==> config.mk <==
export PLATFORM = sky130hd
export DESIGN_NAME = chu_spi_core
export DESIGN_NICKNAME = d
export VERILOG_FILES = /design/src/rtl/chu_spi_pkg.sv /design/src/rtl/chu_spi_engine.sv /design/src/rtl/chu_spi_core.sv
export SDC_FILE = /design/constraint.sdc
export NUM_CORES = 1
export LEC_CHECK = 0
export BUFFER_PORTS_ARGS = -buffer_cell sky130_fd_sc_hd__buf_4
export CORE_MARGIN = 4
export CORE_UTILIZATION = 25
export CTS_CLUSTER_DIAMETER = 200
export DETAILED_ROUTE_END_ITERATION = 10
export GPL_TIMING_DRIVEN = 0
export SYNTH_ARGS = -nofsm -noshare
export SYNTH_HDL_FRONTEND = slang
export SYNTH_SLANG_ARGS = --single-unit
==> constraint.sdc <==
create_clock -name clk -period 2.5 [get_ports clk]
set_input_delay 0.25 -clock clk [delete_from_list [all_inputs] [get_ports clk]]
set_output_delay 0.25 -clock clk [all_outputs]
set_load 0.005 [all_outputs]
==> src/rtl/chu_spi_pkg.sv <==
// chu_spi_pkg: shared FSM state encoding, slot register addresses and ctrl bit positions
// for the chu_spi_core MMIO SPI master.
`default_nettype none

package chu_spi_pkg;

  typedef enum logic [1:0] {
    IDLE  = 2'd0,
    DELAY = 2'd1,
    P0    = 2'd2,
    P1    = 2'd3
  } spi_state_e;

  localparam logic [4:0] RX_STATUS = 5'd0;
  localparam logic [4:0] SS        = 5'd1;
  localparam logic [4:0] CTRL      = 5'd2;
  localparam logic [4:0] TX        = 5'd3;

  localparam int DVSR_W        = 16;
  localparam int CTRL_CPOL_BIT = 16;
  localparam int CTRL_CPHA_BIT = 17;
  localparam int CTRL_LOOP_BIT = 18;

endpackage

`default_nettype wire

==> src/rtl/chu_spi_engine.sv <==
// chu_spi_engine: single-byte SPI shift engine (FSM, phase/bit counters, tx/rx shifters).
// Rev 1.0
`default_nettype none

module chu_spi_engine
  import chu_spi_pkg::*;
(
  input  logic              clk,
  input  logic              rst_n,
  input  logic              start_i,
  input  logic [7:0]        tx_byte_i,
  input  logic [DVSR_W-1:0] dvsr_i,
  input  logic              cpol_i,
  input  logic              cpha_i,
  input  logic              rx_in_i,
  output logic              sclk_o,
  output logic              mosi_o,
  output logic              ready_o,
  output logic [7:0]        rx_data_o
);

  spi_state_e        state_q, state_d;
  logic [DVSR_W-1:0] cnt_q, cnt_d;
  logic [DVSR_W-1:0] dvsr_q, dvsr_d;
  logic [2:0]        bit_q, bit_d;
  logic [7:0]        tx_q, tx_d;
  logic [7:0]        rx_q, rx_d;
  logic [7:0]        rx_data_q, rx_data_d;
  logic              cpol_q, cpol_d;
  logic              cpha_q, cpha_d;
  logic              phase_last;

  // Counter stops at the shadow divisor, so dvsr=0xFFFF never wraps mid-phase.
  assign phase_last = (cnt_q == dvsr_q);

  always_ff @(posedge clk or negedge rst_n) begin
    if (!rst_n) begin
      state_q   <= IDLE;
      cnt_q     <= '0;
      dvsr_q    <= '0;
      bit_q     <= '0;
      tx_q      <= '0;
      rx_q      <= '0;
      rx_data_q <= '0;
      cpol_q    <= 1'b0;
      cpha_q    <= 1'b0;
    end else begin
      state_q   <= state_d;
      cnt_q     <= cnt_d;
      dvsr_q    <= dvsr_d;
      bit_q     <= bit_d;
      tx_q      <= tx_d;
      rx_q      <= rx_d;
      rx_data_q <= rx_data_d;
      cpol_q    <= cpol_d;
      cpha_q    <= cpha_d;
    end
  end

  always_comb begin
    state_d   = state_q;
    cnt_d     = cnt_q;
    dvsr_d    = dvsr_q;
    bit_d     = bit_q;
    tx_d      = tx_q;
    rx_d      = rx_q;
    rx_data_d = rx_data_q;
    cpol_d    = cpol_q;
    cpha_d    = cpha_q;
    case (state_q)
      IDLE: begin
        if (start_i) begin
          tx_d    = tx_byte_i;
          cnt_d   = '0;
          bit_d   = '0;
          dvsr_d  = dvsr_i;
          cpol_d  = cpol_i;
          cpha_d  = cpha_i;
          state_d = cpha_i ? DELAY : P0;
        end
      end
      DELAY: begin
        if (phase_last) begin
          cnt_d   = '0;
          state_d = P0;
        end else begin
          cnt_d = cnt_q + 1'b1;
        end
      end
      P0: begin
        if (phase_last) begin
          rx_d    = {rx_q[6:0], rx_in_i};
          cnt_d   = '0;
          state_d = P1;
        end else begin
          cnt_d = cnt_q + 1'b1;
        end
      end
      P1: begin
        if (phase_last) begin
          cnt_d = '0;
          tx_d  = {tx_q[6:0], 1'b0};
          if (bit_q == 3'd7) begin
            rx_data_d = rx_q;
            state_d   = IDLE;
          end else begin
            bit_d   = bit_q + 1'b1;
            state_d = P0;
          end
        end else begin
          cnt_d = cnt_q + 1'b1;
        end
      end
      default: state_d = IDLE;
    endcase
  end

  // Idle clock tracks the live cpol so a mode change shows on the pin before the next start.
  always_comb begin
    ready_o   = (state_q == IDLE);
    mosi_o    = tx_q[7];
    rx_data_o = rx_data_q;
    case (state_q)
      IDLE:    sclk_o = cpol_i;
      P0:      sclk_o = cpol_q ^ cpha_q;
      P1:      sclk_o = cpol_q ^ ~cpha_q;
      default: sclk_o = cpol_q;
    endcase
  end

endmodule

`default_nettype wire

==> src/rtl/chu_spi_core.sv <==
// chu_spi_core: FPro MMIO slot wrapper for a single-byte SPI master (registers, decode, read mux).
// Optional build macro SPI_LOOPBACK_EN adds ctrl bit 18 internal mosi->rx loopback. Rev 1.0
`default_nettype none

module chu_spi_core
  import chu_spi_pkg::*;
#(
  parameter int          S        = 1,
  parameter int unsigned DVSR_RST = 199
) (
  input  logic         clk,
  input  logic         reset,
  input  logic         cs,
  input  logic         read,
  input  logic         write,
  input  logic [4:0]   addr,
  input  logic [31:0]  wr_data,
  output logic [31:0]  rd_data,
  output logic         spi_sclk,
  output logic         spi_mosi,
  input  logic         spi_miso,
  output logic [S-1:0] spi_ss_n
);

  logic [S-1:0]      ss_n_q;
  logic [DVSR_W-1:0] dvsr_q;
  logic              cpol_q;
  logic              cpha_q;
  logic              wr_en;
  logic              w_ready;
  logic              w_mosi;
  logic              w_rx_in;
  logic [7:0]        w_rx_data;
  logic              unused_ok;

  assign wr_en     = cs & write;
  assign unused_ok = ^{read, wr_data[31:18]};

  always_ff @(posedge clk or negedge reset) begin
    if (!reset) begin
      ss_n_q <= '1;
      dvsr_q <= DVSR_W'(DVSR_RST);
      cpol_q <= 1'b0;
      cpha_q <= 1'b0;
    end else if (wr_en) begin
      if (addr == SS) begin
        ss_n_q <= wr_data[S-1:0];
      end
      if (addr == CTRL) begin
        dvsr_q <= wr_data[DVSR_W-1:0];
        cpol_q <= wr_data[CTRL_CPOL_BIT];
        cpha_q <= wr_data[CTRL_CPHA_BIT];
      end
    end
  end

`ifdef SPI_LOOPBACK_EN
  logic loop_q;

  always_ff @(posedge clk or negedge reset) begin
    if (!reset) begin
      loop_q <= 1'b0;
    end else if (wr_en && (addr == CTRL)) begin
      loop_q <= wr_data[CTRL_LOOP_BIT];
    end
  end

  assign w_rx_in = loop_q ? w_mosi : spi_miso;
`else
  assign w_rx_in = spi_miso;
`endif

  chu_spi_engine u_engine (
    .clk       (clk),
    .rst_n     (reset),
    .start_i   (wr_en && (addr == TX)),
    .tx_byte_i (wr_data[7:0]),
    .dvsr_i    (dvsr_q),
    .cpol_i    (cpol_q),
    .cpha_i    (cpha_q),
    .rx_in_i   (w_rx_in),
    .sclk_o    (spi_sclk),
    .mosi_o    (w_mosi),
    .ready_o   (w_ready),
    .rx_data_o (w_rx_data)
  );

  assign spi_mosi = w_mosi;
  assign spi_ss_n = ss_n_q;

  always_comb begin
    rd_data = '0;
    if (addr == RX_STATUS) begin
      rd_data = {23'b0, w_ready, w_rx_data};
    end
  end

endmodule

`default_nettype wire

==> results.sh <==
export IMPL_rows=46
export IMPL_p_seq_share_pct=47.2
export IMPL_synth_edf_count=0
export IMPL_criticalPathCategory="reg2out"
export IMPL_ys_seq_area_share_pct=49.9
export IMPL_track_usage_pct=9.66
export IMPL_peakVddDrop_uv=329
export IMPL_muxShareOfSynthArea_pct=18.2
export IMPL_cpMaxStageDelayCell="dfrtp_1"
export IMPL_cts_sinks=82
export IMPL_ys_warn_count=0
export IMPL_final_setup_viol_count=0
export IMPL_placed_area_mm2=0.00477
export IMPL_p_comb_share_pct=5.4
export IMPL_fin_crit_sh_pct=92.5
export IMPL_r2r_slack_ns=0.29
export IMPL_synth_xor_area_share_pct=5.95
export IMPL_crit_fanout=6
export IMPL_netlist_instances=349
export IMPL_worst_setup_path_end_kind="output port"
export IMPL_clkPwrFrac_pct=47.3
export IMPL_dr_pass1_iters=4
export IMPL_vias=2714
export IMPL_stdcell_count=642
export IMPL_yosysTopAreaCell="dfrtp_1"
export IMPL_route_detailed_drc=0
export IMPL_cpPeakStageDelay_ns=0.39
export IMPL_cap_violations=0
export IMPL_cts_made_buffers=9
export IMPL_worstPathRequired_ns=2.25
export IMPL_status="finished, final reports clean"
export IMPL_maxSlewViolCount=0
export IMPL_portBuffers=39
export IMPL_diodes=0
export IMPL_fin_area_mm2=0.00509
export IMPL_initial_core_util_pct=25.8
export IMPL_drt_iter0_markers=175
export IMPL_cts_buffer_depth=2
export IMPL_reg2regPathDepth=6
export IMPL_cts_root_buf="clkbuf_16"
export IMPL_path_cells="inv_1 -> ha_1 -> nor2_1 -> mux2_2 -> a21oi_1 -> a21oi_1 -> a211o_1 -> buf_4"
export IMPL_mostFrequentLayoutCells="dfrtp_1, buf_4, mux2_2"
export IMPL_grt_antenna_before_repair=0
export IMPL_cpMostUsedCell="a21oi_1"
export IMPL_via_per_inst=4.23
export IMPL_gp_congestion=0.798
export IMPL_synth_ff_type="dfrtp_1"
export IMPL_synthToLayoutAreaGrowth_pct=23.4
export IMPL_cpLargestDelayFamily="compound AO/OA/AOI/OAI gates"
export IMPL_dieHeight_um=136
export IMPL_switchingPower_mw=0.630
export IMPL_synth_top_family_by_area="multiplexers"
export IMPL_power_switching_share_pct=21.1
export IMPL_finalHoldViolations=0
export IMPL_worstReg2RegEnd="u_engine.rx_data_o[1]"
export IMPL_final_nets=472
export IMPL_postCtsHoldBufs=0
export IMPL_hold_path_class="in2async"
export IMPL_ys_types=42
export IMPL_path_buf_inv=2
export IMPL_drt_wl_total_um=8470
export IMPL_relSlewSlack_pct=30.7
export IMPL_ys_seq_elements=82
export IMPL_p_per_area_mw_per_mm2=587
export IMPL_synth_area_leaders="dfrtp_1, mux2_2, xnor2_1"
export IMPL_whs_ns=0.0980
export IMPL_core_area_mm2=0.0160
export IMPL_fmax_ghz=0.432
export IMPL_rsz0062_at_grt="no"
export IMPL_layout_commonest_cell="dfrtp_1"
export IMPL_wire_per_inst_um=13.2
export IMPL_grt_max_degree=83
export IMPL_p_int_mw=2.36
export IMPL_die_x_um=136
export IMPL_grt_pass1_vias=2809
export IMPL_dp_cells=626
export IMPL_syn_avg_cell_area_um2=11.8
export IMPL_detail_route_antenna_nets=0
export IMPL_cts_tree="built"
export IMPL_async_reset_ff_share_pct=100
export IMPL_arrival_ns=2.06
export IMPL_netlist_area_mm2=0.00412
export IMPL_worst_pin_slew_ns=1.04
export IMPL_dp_hpwl_um=6310
export IMPL_tns_ns=0
export IMPL_period_minus_slack_ns=2.31
export IMPL_synth_compound_area_share_pct=4.79
export IMPL_crit_start="u_engine.state_q[1]"
export IMPL_cts_max_level=3
export IMPL_clock_latency_ns=0.34
export IMPL_power_mw=2.99
export IMPL_start_kind="flop"
export IMPL_drive_gt1_share_pct=36.6
export IMPL_yosys_area_share_simple_pct=12.6
export IMPL_dieArea_mm2=0.0186
export IMPL_synth_adder_area_share_pct=2.43
export IMPL_synth_top_cell_area_share_pct=46.1
export IMPL_ctsResizeCount=0
export IMPL_grt_overflow=0
export IMPL_power_leakage_nw=2.41
export IMPL_rr_startpoint="u_engine.cnt_q[15]"
export IMPL_io_pins=78
export IMPL_postCtsSetupRepairBufs=0
export IMPL_grt_pass1_wl_um=14300
export IMPL_final_setup_skew_ns=0.00635
export IMPL_cts_clk_slew_worst_paths_ns=0.06
export IMPL_nFillCells=1654
==> through the flow <==
step                utilization, %  setup slack (ns)
finish                        31.8             0.187
global placement              29.8             0.318
floorplan                        -             0.591
CTS                           31.8             0.165
detailed placement            29.8             0.276
global route                  31.8            0.0114
==> cell families (layout without fill, tap and decap cells) <==
logic type / Yosys count / count (layout)
AO/OA/AOI/OAI: 33 / 33
XOR/XNOR: 28 / 28
adder cells (fa/ha/maj): 8 / 8
buffers and inverters: 37 / 92
flip-flops: 82 / 82
multiplexers: 68 / 68
other: 1 / 23
AND/OR/NAND/NOR: 92 / 92
==> worst max path at each step <==
stage          slack, ns  depth (start not counted)                    end
6_report            0.19                          8               spi_sclk
5_1_grt             0.01                          8               spi_sclk
4_1_cts             0.17                          8               spi_sclk
3_5_place_dp        0.28                          6  u_engine.rx_data_o[1]
3_3_place_gp        0.32                          5             dvsr_q[14]
2_1_floorplan       0.59                          6  u_engine.rx_data_o[0]
==> power groups by stage <==
| stage | combinational (mW) | clock, mW | sequential (mW) |
|---|---|---|---|
| floorplan | 0.0871 | 0 | 1.43 |
| detailed placement | 0.164 | 0 | 1.44 |
| global placement | 0.160 | 0 | 1.43 |
| CTS | 0.164 | 1.46 | 1.41 |
| global route | 0.181 | 1.53 | 1.42 |
| finish | 0.162 | 1.41 | 1.41 |
==> layout make-up <==
cell class / count / area (um^2) / share of cell area [%]
Clock buffer: 10 / 229 / 4.50
Inverter: 4 / 15.0 / 0.295
Tap cell: 216 / 270 / 5.31
Timing Repair Buffer: 39 / 293 / 5.75
Multi-Input combinational cell: 252 / 1900 / 37.3
Sequential cell: 82 / 2060 / 40.5
Buffer: 33 / 233 / 4.57
Clock inverter: 6 / 90.1 / 1.77
==> synthesized netlist by cell type, types with 2 or more instances <==
library cell,count
clkbuf_1,2
o22ai_1,7
nor2_2,2
nand2_1,19
inv_1,4
nor4b_2,2
o21ai_0,7
nand3_1,3
a21oi_1,10
xnor2_1,21
nor3_1,6
buf_6,2
and3_1,2
ha_1,8
nor2_1,19
buf_2,6
nand4_1,9
mux2_2,56
or3_1,9
dfstp_2,6
dfrtp_1,76
nand4b_1,2
o21a_1,2
and2_1,11
a21boi_0,2
xor2_1,7
mux2i_1,12
buf_4,23
==> sequential cells by signal, summed over array words and instances (netlist names) <==
name and count:
cpha_q 1, spi_ss_n 1, u_engine.cpol_q 1, dvsr_q 16, u_engine.bit_q 3, u_engine.state_q 2
u_engine.rx_data_o 8, u_engine.tx_q 8, u_engine.cpha_q 1, u_engine.rx_q 8, u_engine.cnt_q 16, cpol_q 1
u_engine.dvsr_q 16
==> per-layer routing <==
metal / track usage (%) / vias to the layer above / share of wire (%)
met5: 0 / - / 0
met4: 2.24 / 0 / 1.3
met3: 3.15 / 7 / 4.6
met2: 16.2 / 60 / 50
met1: 12.1 / 1328 / 44
li1: - / 1319 / -
==> worst register-to-register path, stage by stage, from the launching register on <==
cell	delay, ns
dfrtp_1	0.40
xnor2_1	0.21
nand4_1	0.18
nor4_4	0.58
and2_1	0.23
buf_6	0.15
mux2_2	0.34
(Power assumes the default switching activity.)
